$ cat src/rtl/nabp_state_control_multi_if.sv
// Handshake bundle between the multi-iteration state controller, swap control,
// the shifter and the mapper. The controller connects through the master modport.
interface nabp_state_control_multi_if #(
    parameter int unsigned ANGLE_W = 9,
    parameter int unsigned FACT_W  = 16
);
    // Swap control side
    logic [ANGLE_W-1:0] sw_angle;
    logic [FACT_W-1:0]  sw_line_cnt_fact;
    logic               sw_swap;
    logic               sw_next_itr;
    logic               sw_swap_ready;

    // Shifter side
    logic               sh_fill_done;
    logic               sh_shift_done;
    logic               sh_fill_kick;
    logic               sh_shift_kick;

    // Mapper side
    logic [ANGLE_W-1:0] mp_angle;
    logic [FACT_W-1:0]  mp_line_cnt_fact;
    logic               mp_valid;

    modport master (
        input  sw_angle,
        input  sw_line_cnt_fact,
        input  sw_swap,
        input  sh_fill_done,
        input  sh_shift_done,
        output sw_next_itr,
        output sw_swap_ready,
        output sh_fill_kick,
        output sh_shift_kick,
        output mp_angle,
        output mp_line_cnt_fact,
        output mp_valid
    );

    modport slave (
        output sw_angle,
        output sw_line_cnt_fact,
        output sw_swap,
        output sh_fill_done,
        output sh_shift_done,
        input  sw_next_itr,
        input  sw_swap_ready,
        input  sh_fill_kick,
        input  sh_shift_kick,
        input  mp_angle,
        input  mp_line_cnt_fact,
        input  mp_valid
    );
endinterface

$ cat src/rtl/nabp_state_control_multi.sv
// NABP state controller sequencing NUM_ITR projection iterations per run, with
// a watchdog on shifter phases, abort, and per-iteration angle/factor capture.
module nabp_state_control_multi #(
    parameter int unsigned ANGLE_W = 9,
    parameter int unsigned FACT_W  = 16,
    parameter int unsigned NUM_ITR = 180,
    parameter int unsigned TIMEOUT = 1024,
    parameter int unsigned ITR_W   = $clog2(NUM_ITR + 1)
) (
    input  logic                        clk,
    input  logic                        reset,
    input  logic                        start,
    input  logic                        abort,
    nabp_state_control_multi_if.master  bus,
    output logic [ITR_W-1:0]            itr_cnt,
    output logic                        busy,
    output logic                        done,
    output logic                        timeout_err
);

    localparam int unsigned WD_W = (TIMEOUT > 1) ? $clog2(TIMEOUT) : 1;
    localparam bit          WD_EN = (TIMEOUT != 0);
    localparam logic [WD_W-1:0]  WD_LAST  = WD_W'((TIMEOUT > 0) ? TIMEOUT - 1 : 0);
    localparam logic [ITR_W:0]   ITR_LAST = (ITR_W + 1)'(NUM_ITR);

    typedef enum logic [2:0] {
        StIdle,
        StSetup,
        StFill,
        StFillDone,
        StShift,
        StShiftDone,
        StDone,
        StError
    } state_e;

    state_e             state_q, state_d;
    logic [ITR_W-1:0]   itr_cnt_q, itr_cnt_d;
    logic [WD_W-1:0]    wdog_q, wdog_d;
    logic               err_q, err_d;
    logic [ANGLE_W-1:0] angle_q;
    logic [FACT_W-1:0]  fact_q;
    logic               valid_q, valid_d;
    logic               capture;
    logic               last_itr;
    logic               wdog_exp;

    assign last_itr = (({1'b0, itr_cnt_q} + {{ITR_W{1'b0}}, 1'b1}) == ITR_LAST);
    assign wdog_exp = WD_EN && (wdog_q == WD_LAST);

    always_comb begin
        state_d           = state_q;
        itr_cnt_d         = itr_cnt_q;
        err_d             = err_q;
        wdog_d            = '0;
        capture           = 1'b0;
        bus.sw_next_itr   = 1'b0;
        bus.sh_fill_kick  = 1'b0;
        bus.sh_shift_kick = 1'b0;

        // Start in ERROR clears the error even when abort wins the transition.
        if (state_q == StError && start) begin
            err_d = 1'b0;
        end

        if (abort) begin
            state_d = StIdle;
        end else begin
            unique case (state_q)
                StIdle: begin
                    if (start) begin
                        state_d         = StSetup;
                        itr_cnt_d       = '0;
                        bus.sw_next_itr = 1'b1;
                    end
                end
                StSetup: begin
                    state_d          = StFill;
                    capture          = 1'b1;
                    bus.sh_fill_kick = 1'b1;
                end
                StFill: begin
                    if (bus.sh_fill_done) begin
                        state_d = StFillDone;
                    end else if (wdog_exp) begin
                        state_d = StError;
                        err_d   = 1'b1;
                    end else begin
                        wdog_d = wdog_q + 1'b1;
                    end
                end
                StFillDone: begin
                    if (bus.sw_swap) begin
                        state_d           = StShift;
                        bus.sh_shift_kick = 1'b1;
                    end
                end
                StShift: begin
                    if (bus.sh_shift_done) begin
                        state_d = StShiftDone;
                    end else if (wdog_exp) begin
                        state_d = StError;
                        err_d   = 1'b1;
                    end else begin
                        wdog_d = wdog_q + 1'b1;
                    end
                end
                StShiftDone: begin
                    itr_cnt_d = itr_cnt_q + 1'b1;
                    if (last_itr) begin
                        state_d = StDone;
                    end else begin
                        state_d         = StSetup;
                        bus.sw_next_itr = 1'b1;
                    end
                end
                StDone: begin
                    state_d = StIdle;
                end
                StError: begin
                    if (start) begin
                        state_d = StIdle;
                    end
                end
                default: begin
                    state_d = StIdle;
                end
            endcase
        end
    end

    always_comb begin
        valid_d = valid_q;
        if (capture) begin
            valid_d = 1'b1;
        end else if (state_d == StIdle || state_d == StError) begin
            valid_d = 1'b0;
        end
    end

    always_ff @(posedge clk) begin
        if (reset) begin
            state_q   <= StIdle;
            itr_cnt_q <= '0;
            wdog_q    <= '0;
            err_q     <= 1'b0;
            angle_q   <= '0;
            fact_q    <= '0;
            valid_q   <= 1'b0;
        end else begin
            state_q   <= state_d;
            itr_cnt_q <= itr_cnt_d;
            wdog_q    <= wdog_d;
            err_q     <= err_d;
            valid_q   <= valid_d;
            if (capture) begin
                angle_q <= bus.sw_angle;
                fact_q  <= bus.sw_line_cnt_fact;
            end
        end
    end

    assign bus.sw_swap_ready    = (state_q == StFillDone);
    assign bus.mp_angle         = angle_q;
    assign bus.mp_line_cnt_fact = fact_q;
    assign bus.mp_valid         = valid_q;
    assign itr_cnt              = itr_cnt_q;
    assign busy                 = !(state_q == StIdle || state_q == StError);
    assign done                 = (state_q == StDone);
    assign timeout_err          = err_q;

endmodule
$ cat src/flat_wrapper.sv
// flat-port wrapper written by rule: the top's interface ports become plain ports
module nabp_state_control_multi_flat 
#(
    parameter int unsigned ANGLE_W = 9,
    parameter int unsigned FACT_W  = 16,
    parameter int unsigned NUM_ITR = 180,
    parameter int unsigned TIMEOUT = 1024,
    parameter int unsigned ITR_W   = $clog2(NUM_ITR + 1)
)
  (clk, reset, start, abort, itr_cnt, busy, done, timeout_err, bus_sw_angle, bus_sw_line_cnt_fact, bus_sw_swap, bus_sh_fill_done, bus_sh_shift_done, bus_sw_next_itr, bus_sw_swap_ready, bus_sh_fill_kick, bus_sh_shift_kick, bus_mp_angle, bus_mp_line_cnt_fact, bus_mp_valid);
  nabp_state_control_multi_if #(.ANGLE_W(ANGLE_W), .FACT_W(FACT_W)) bus_i ();
  input  logic clk;
  input  logic reset;
  input  logic start;
  input  logic abort;
  output logic [ITR_W-1:0] itr_cnt;
  output logic busy;
  output logic done;
  output logic timeout_err;
  input wire logic [$bits(bus_i.sw_angle)-1:0] bus_sw_angle;
  input wire logic [$bits(bus_i.sw_line_cnt_fact)-1:0] bus_sw_line_cnt_fact;
  input wire logic [$bits(bus_i.sw_swap)-1:0] bus_sw_swap;
  input wire logic [$bits(bus_i.sh_fill_done)-1:0] bus_sh_fill_done;
  input wire logic [$bits(bus_i.sh_shift_done)-1:0] bus_sh_shift_done;
  output wire logic [$bits(bus_i.sw_next_itr)-1:0] bus_sw_next_itr;
  output wire logic [$bits(bus_i.sw_swap_ready)-1:0] bus_sw_swap_ready;
  output wire logic [$bits(bus_i.sh_fill_kick)-1:0] bus_sh_fill_kick;
  output wire logic [$bits(bus_i.sh_shift_kick)-1:0] bus_sh_shift_kick;
  output wire logic [$bits(bus_i.mp_angle)-1:0] bus_mp_angle;
  output wire logic [$bits(bus_i.mp_line_cnt_fact)-1:0] bus_mp_line_cnt_fact;
  output wire logic [$bits(bus_i.mp_valid)-1:0] bus_mp_valid;
  assign bus_i.sw_angle = bus_sw_angle;
  assign bus_i.sw_line_cnt_fact = bus_sw_line_cnt_fact;
  assign bus_i.sw_swap = bus_sw_swap;
  assign bus_i.sh_fill_done = bus_sh_fill_done;
  assign bus_i.sh_shift_done = bus_sh_shift_done;
  assign bus_sw_next_itr = bus_i.sw_next_itr;
  assign bus_sw_swap_ready = bus_i.sw_swap_ready;
  assign bus_sh_fill_kick = bus_i.sh_fill_kick;
  assign bus_sh_shift_kick = bus_i.sh_shift_kick;
  assign bus_mp_angle = bus_i.mp_angle;
  assign bus_mp_line_cnt_fact = bus_i.mp_line_cnt_fact;
  assign bus_mp_valid = bus_i.mp_valid;
  nabp_state_control_multi #(.ANGLE_W(ANGLE_W), .FACT_W(FACT_W), .NUM_ITR(NUM_ITR), .TIMEOUT(TIMEOUT), .ITR_W(ITR_W)) u_core (.clk(clk), .reset(reset), .start(start), .abort(abort), .bus(bus_i), .itr_cnt(itr_cnt), .busy(busy), .done(done), .timeout_err(timeout_err));
endmodule
$ cat config.mk
export PLATFORM = sky130hd
export DESIGN_NAME = nabp_state_control_multi_flat
export DESIGN_NICKNAME = d
export VERILOG_FILES = /design/src/rtl/nabp_state_control_multi_if.sv /design/src/rtl/nabp_state_control_multi.sv /design/src/flat_wrapper.sv
export SDC_FILE = /design/constraint.sdc
export NUM_CORES = 1
export LEC_CHECK = 0
export ABC_AREA = 1
export BUFFER_PORTS_ARGS = -buffer_cell sky130_fd_sc_hd__buf_2
export CORE_MARGIN = 1
export CORE_UTILIZATION = 45
export DETAILED_ROUTE_END_ITERATION = 7
export PLACE_DENSITY = 0.83
export SYNTH_ARGS = -nofsm -noshare
export SYNTH_HDL_FRONTEND = slang
export SYNTH_SLANG_ARGS = --single-unit
$ cat constraint.sdc
create_clock -name clk -period 1.5 [get_ports clk]
set_input_delay 0.075 -clock clk [delete_from_list [all_inputs] [get_ports clk]]
set_output_delay 0.075 -clock clk [all_outputs]
set_load 0.005 [all_outputs]
==> summary.md <==
| Metric | Value |
|---|---|
| Yosys warnings | `0` |
| Syn_area_per_cell | `7.32 um2` |
| WL per Instance | `14.5 um` |
| Cell area after layout | `3390 um2` |
| Maximum VDD drop | `0.543 mV` |
| Total CTS buffers | `5` |
| CP endpoint kind | `output port` |
| Sum Neg Setup Slack | `-1200 ps` |
| Seq/Total Area, Yosys | `0.436` |
| Synth Area in Adders | `0.0114` |
| NumNets Final | `~460` |
| IO Count | `73` |
| RSZ-0062 raised after global routing | `yes` |
| Area share of the largest cell type after synthesis | `0.436` |
| CP cell instances | `ha_4 > nand3_4 > o21ai_4 > nand2_4 > nor2_4 > nand2_2 > nand2_2 > a21oi_2 > buf_2` |
| Post-layout min period | `1800 ps` |
| Die W | `slightly above 70 um` |
| Largest family of logic cells by synthesized area | `simple AND/OR/NAND/NOR gates` |
| Internal power | `1.94 mW` |
| Gr busiest metal | `met2` |
| Area leader, netlist | `dfxtp_1` |
| Initial core utilization | `0.467` |
| Standard-cell rows | `25` |
| Vias per cell | `5.24` |
| Tightest Pin Transition | `349 ps` |
| Crit-path most repeated cell | `nand2_2` |
| Clk sink count | `48` |
| Max-cap viol count | `0` |
| Clk_skew | `9.21 ps` |
| Max-slew headroom | `0.767` |
| Slew Limit Fails | `0` |
| Met2 Use GR | `0.503` |
| GRT Residual Overflow | `0` |
| Grt met1 use | `0.329` |
| CP startpoint kind | `register` |
| Crit Path Max Fanout | `4` |
| Post-synth EDFFs | `0` |
| WL final | `7170 um` |
| Pwr Density | `751 nW/um2` |
| Crit path largest cell delay | `370 ps` |
| Met3 global-route usage | `0.0681` |
| Sequential share of power | `0.519` |
| Max Clk Rate | `555 MHz` |
| Layout cells sized above 1 | `0.414` |
| Synth Cell Area | `roughly 2200 um2` |
| Pwr Total | `2.54 mW` |
| Yosys cell types | `31` |
| Clock power share | `0.364` |
| Post-synthesis compound-gate area fraction | `0.119` |
| Synthesis-to-layout area growth | `53.6%` |
| Initial antenna violation count | `0` |
| Die area | `5180 um2` |
| Pre-Repair DR Iteration Count | `7` |
| Final worst slack | `-302 ps` |
| Hold Path Class | `in -> reg` |
| Total Routing Usage GR | `0.286` |
| Critical path class | `reg -> out` |
| Root buf cell | `clkbuf_8` |
| Fin. Hold Viols | `1` |
| Largest net degree at the start of global routing | `30` |
| Antenna Nets Post-Route | `0` |
| First-pass GRT wire length | `11400 um` |
| Core outline area | `4720 um2` |
| Outcome | `finished with violations` |
| Hpwl dp | `3850 um` |
| Initial drt markers | `270` |
| Placed cell count | `460` |
| Fin cells | `495` |
| CP top delay family | `simple AND/OR/NAND/NOR gates` |
| Post-Synth XOR/XNOR Area | `0.0199` |
| CTS tree | `done` |
| Die height | `72.0 um` |
| Pleak | `approximately 1.6 nW` |
| IO Port Bufs | `72` |
| Comb pwr share | `0.117` |
| Main flop type after synthesis | `dfxtp_1` |
| Placement Cell Area | `2820 um2` |
| Hold Slack | `-0.0549 ps` |
| Multiplexer area fraction after synthesis | `0` |
| Vias in the first global route | `roughly 2500` |
| Syn Nets | `335` |
| Fin crit share | `1.20` |
| Via count | `2594` |
| # DRC | `2` |
| Switch Pwr | `0.600 mW` |
| Yosys reg bits | `between 40 and 50` |
| Failing checks | `design-rule violations, negative hold slack, negative setup slack` |
| Clock Tree Buf Depth | `2` |
| CTS clock-pin slew for the worst setup and hold paths | `80 ps` |
| Simple-gate area share of the yosys netlist | `0.330` |
| Syn Inst Count | `roughly 300` |
| Critical Path AT | `1730 ps` |
| Endpoints failing setup | `7` |
| WP data required | `1420 ps` |
| Gpl congestion | `0.943` |
| H-tree depth reported by CTS | `2` |
| # diodes | `0` |
| Synth area leaders | `dfxtp_1, nor2_1, o21ai_0` |
| CP max stage cell | `dfxtp_4` |
| Async S/R FF share, synth | `0` |
| Switching Fraction | `0.236` |
| WP buf/inv | `1` |
| Worst skew pair latency | `approximately 310 ps` |
## cell usage in the layout (no fill, tap or decap), drive strengths merged
| master | synthesis | final |
|---|---|---|
| buf | 5 | 109 |
| nor2 | 89 | 89 |
| dfxtp | 48 | 48 |
| nand2 | 40 | 40 |
| o21ai | 31 | 31 |
| inv | 30 | 30 |
| nand3 | 20 | 20 |
| dlygate4sd3 | 0 | 19 |
| a21oi | 10 | 10 |
| clkbuf | 4 | 6 |
| nand4 | 5 | 5 |
| nor3 | 4 | 4 |
| xor2 | 4 | 4 |
| a32o | 3 | 3 |
| ha | 2 | 2 |
| o21bai | 1 | 1 |
| nor3b | 1 | 1 |
| xnor2 | 1 | 1 |
| o211ai | 1 | 1 |
| nand3b | 1 | 1 |
| o32ai | 1 | 1 |
| bufinv | 0 | 1 |
| clkinv | 0 | 1 |
## cells in the mapped netlist (4+ instances only)
library cell  instances
xor2_1                4
nand3_2               5
nor3_1                4
inv_1                22
nand2_2               6
o21ai_0              29
nor2_1               81
dfxtp_1              48
nand4_1               5
inv_2                 8
nand2_1              33
nor2_2                6
nand3_1              15
a21oi_1               9
## timing repair
| action | CTS | global route |
|---|---|---|
| hold buffers | 19 | 0 |
| hold endpoints to repair | 19 | 0 |
| gates cloned | 1 | 0 |
| setup buffers | 5 | 2 |
| pin swaps | 10 | 7 |
| resized for setup | 28 | 26 |
| setup endpoints to repair | 31 | 27 |
## layer usage
metal	share of wire	wire, um
met5	0	0
met4	0.039	283
met1	0.39	2800
met3	0.066	471
met2	0.50	3610
## path summary, 6_finish.rpt
path / cells after the start / to / slack (ps) / startpoint
worst max register to register: 11 / u_core.bus.mp_valid / -290 / u_core.itr_cnt[0]
worst min-delay path: 3 / u_core.bus.mp_line_cnt_fact[7] / -0.05 / bus_sw_line_cnt_fact[7]
worst max-delay path: 9 / bus_sw_next_itr / -300 / u_core.itr_cnt[0]
worst min register to register: 2 / u_core.bus.mp_valid / 490 / u_core.bus.mp_valid
## worst register-to-register path: stages (launching register included)
cell	delay (ps)
dfxtp_4	370
ha_4	150
nand3_4	120
o21ai_4	190
nand2_4	90
nor2_4	130
buf_4	150
nand3_4	90
nand2_2	90
nand4_1	140
nand3_2	110
a21oi_2	50
## cells by family after synthesis
family                   Yosys count
AO/OA/AOI/OAI                     47
XOR/XNOR                           5
adder cells (fa/ha/maj)            2
buffers and inverters             39
flip-flops                        48
AND/OR/NAND/NOR                  160
## stage by stage
stage,setup slack (ps),hold WS [ps],util
6_report,-302,-0.0549,0.717
5_1_grt,-399,3.70,0.717
4_1_cts,-194,1.30,0.697
3_5_place_dp,-128,305,0.597
3_3_place_gp,-43.5,296,0.597
2_1_floorplan,0.397,210,-
## power groups by stage
| stage | clock network, mW | logic, mW | registers, mW |
|---|---|---|---|
| global route | 1.01 | 0.324 | 1.32 |
| floorplan | 0 | 0.109 | 1.35 |
| finish | 0.926 | 0.298 | 1.32 |
| CTS | 0.937 | 0.276 | 1.32 |
| detailed placement | 0 | 0.219 | 1.35 |
| global placement | 0 | 0.214 | 1.35 |
## final cells by class
class,instances,area [um2]
Clock inverter,2,35.0
Inverter,30,123
Sequential cell,48,978
Clock buffer,6,72.6
Fill cell,340,1340
Multi-Input combinational cell,214,1210
Timing Repair Buffer,128,882
Tap cell,67,83.8
## flip-flops by register name, indices dropped and copies added (netlist names)
signal                       count
u_core.bus.mp_line_cnt_fact     16
u_core.bus.mp_valid              1
u_core.bus.mp_angle              9
u_core.wdog_q                   10
u_core.state_q                   3
u_core.timeout_err               1
u_core.itr_cnt                   8
(Power assumes the default switching activity.)
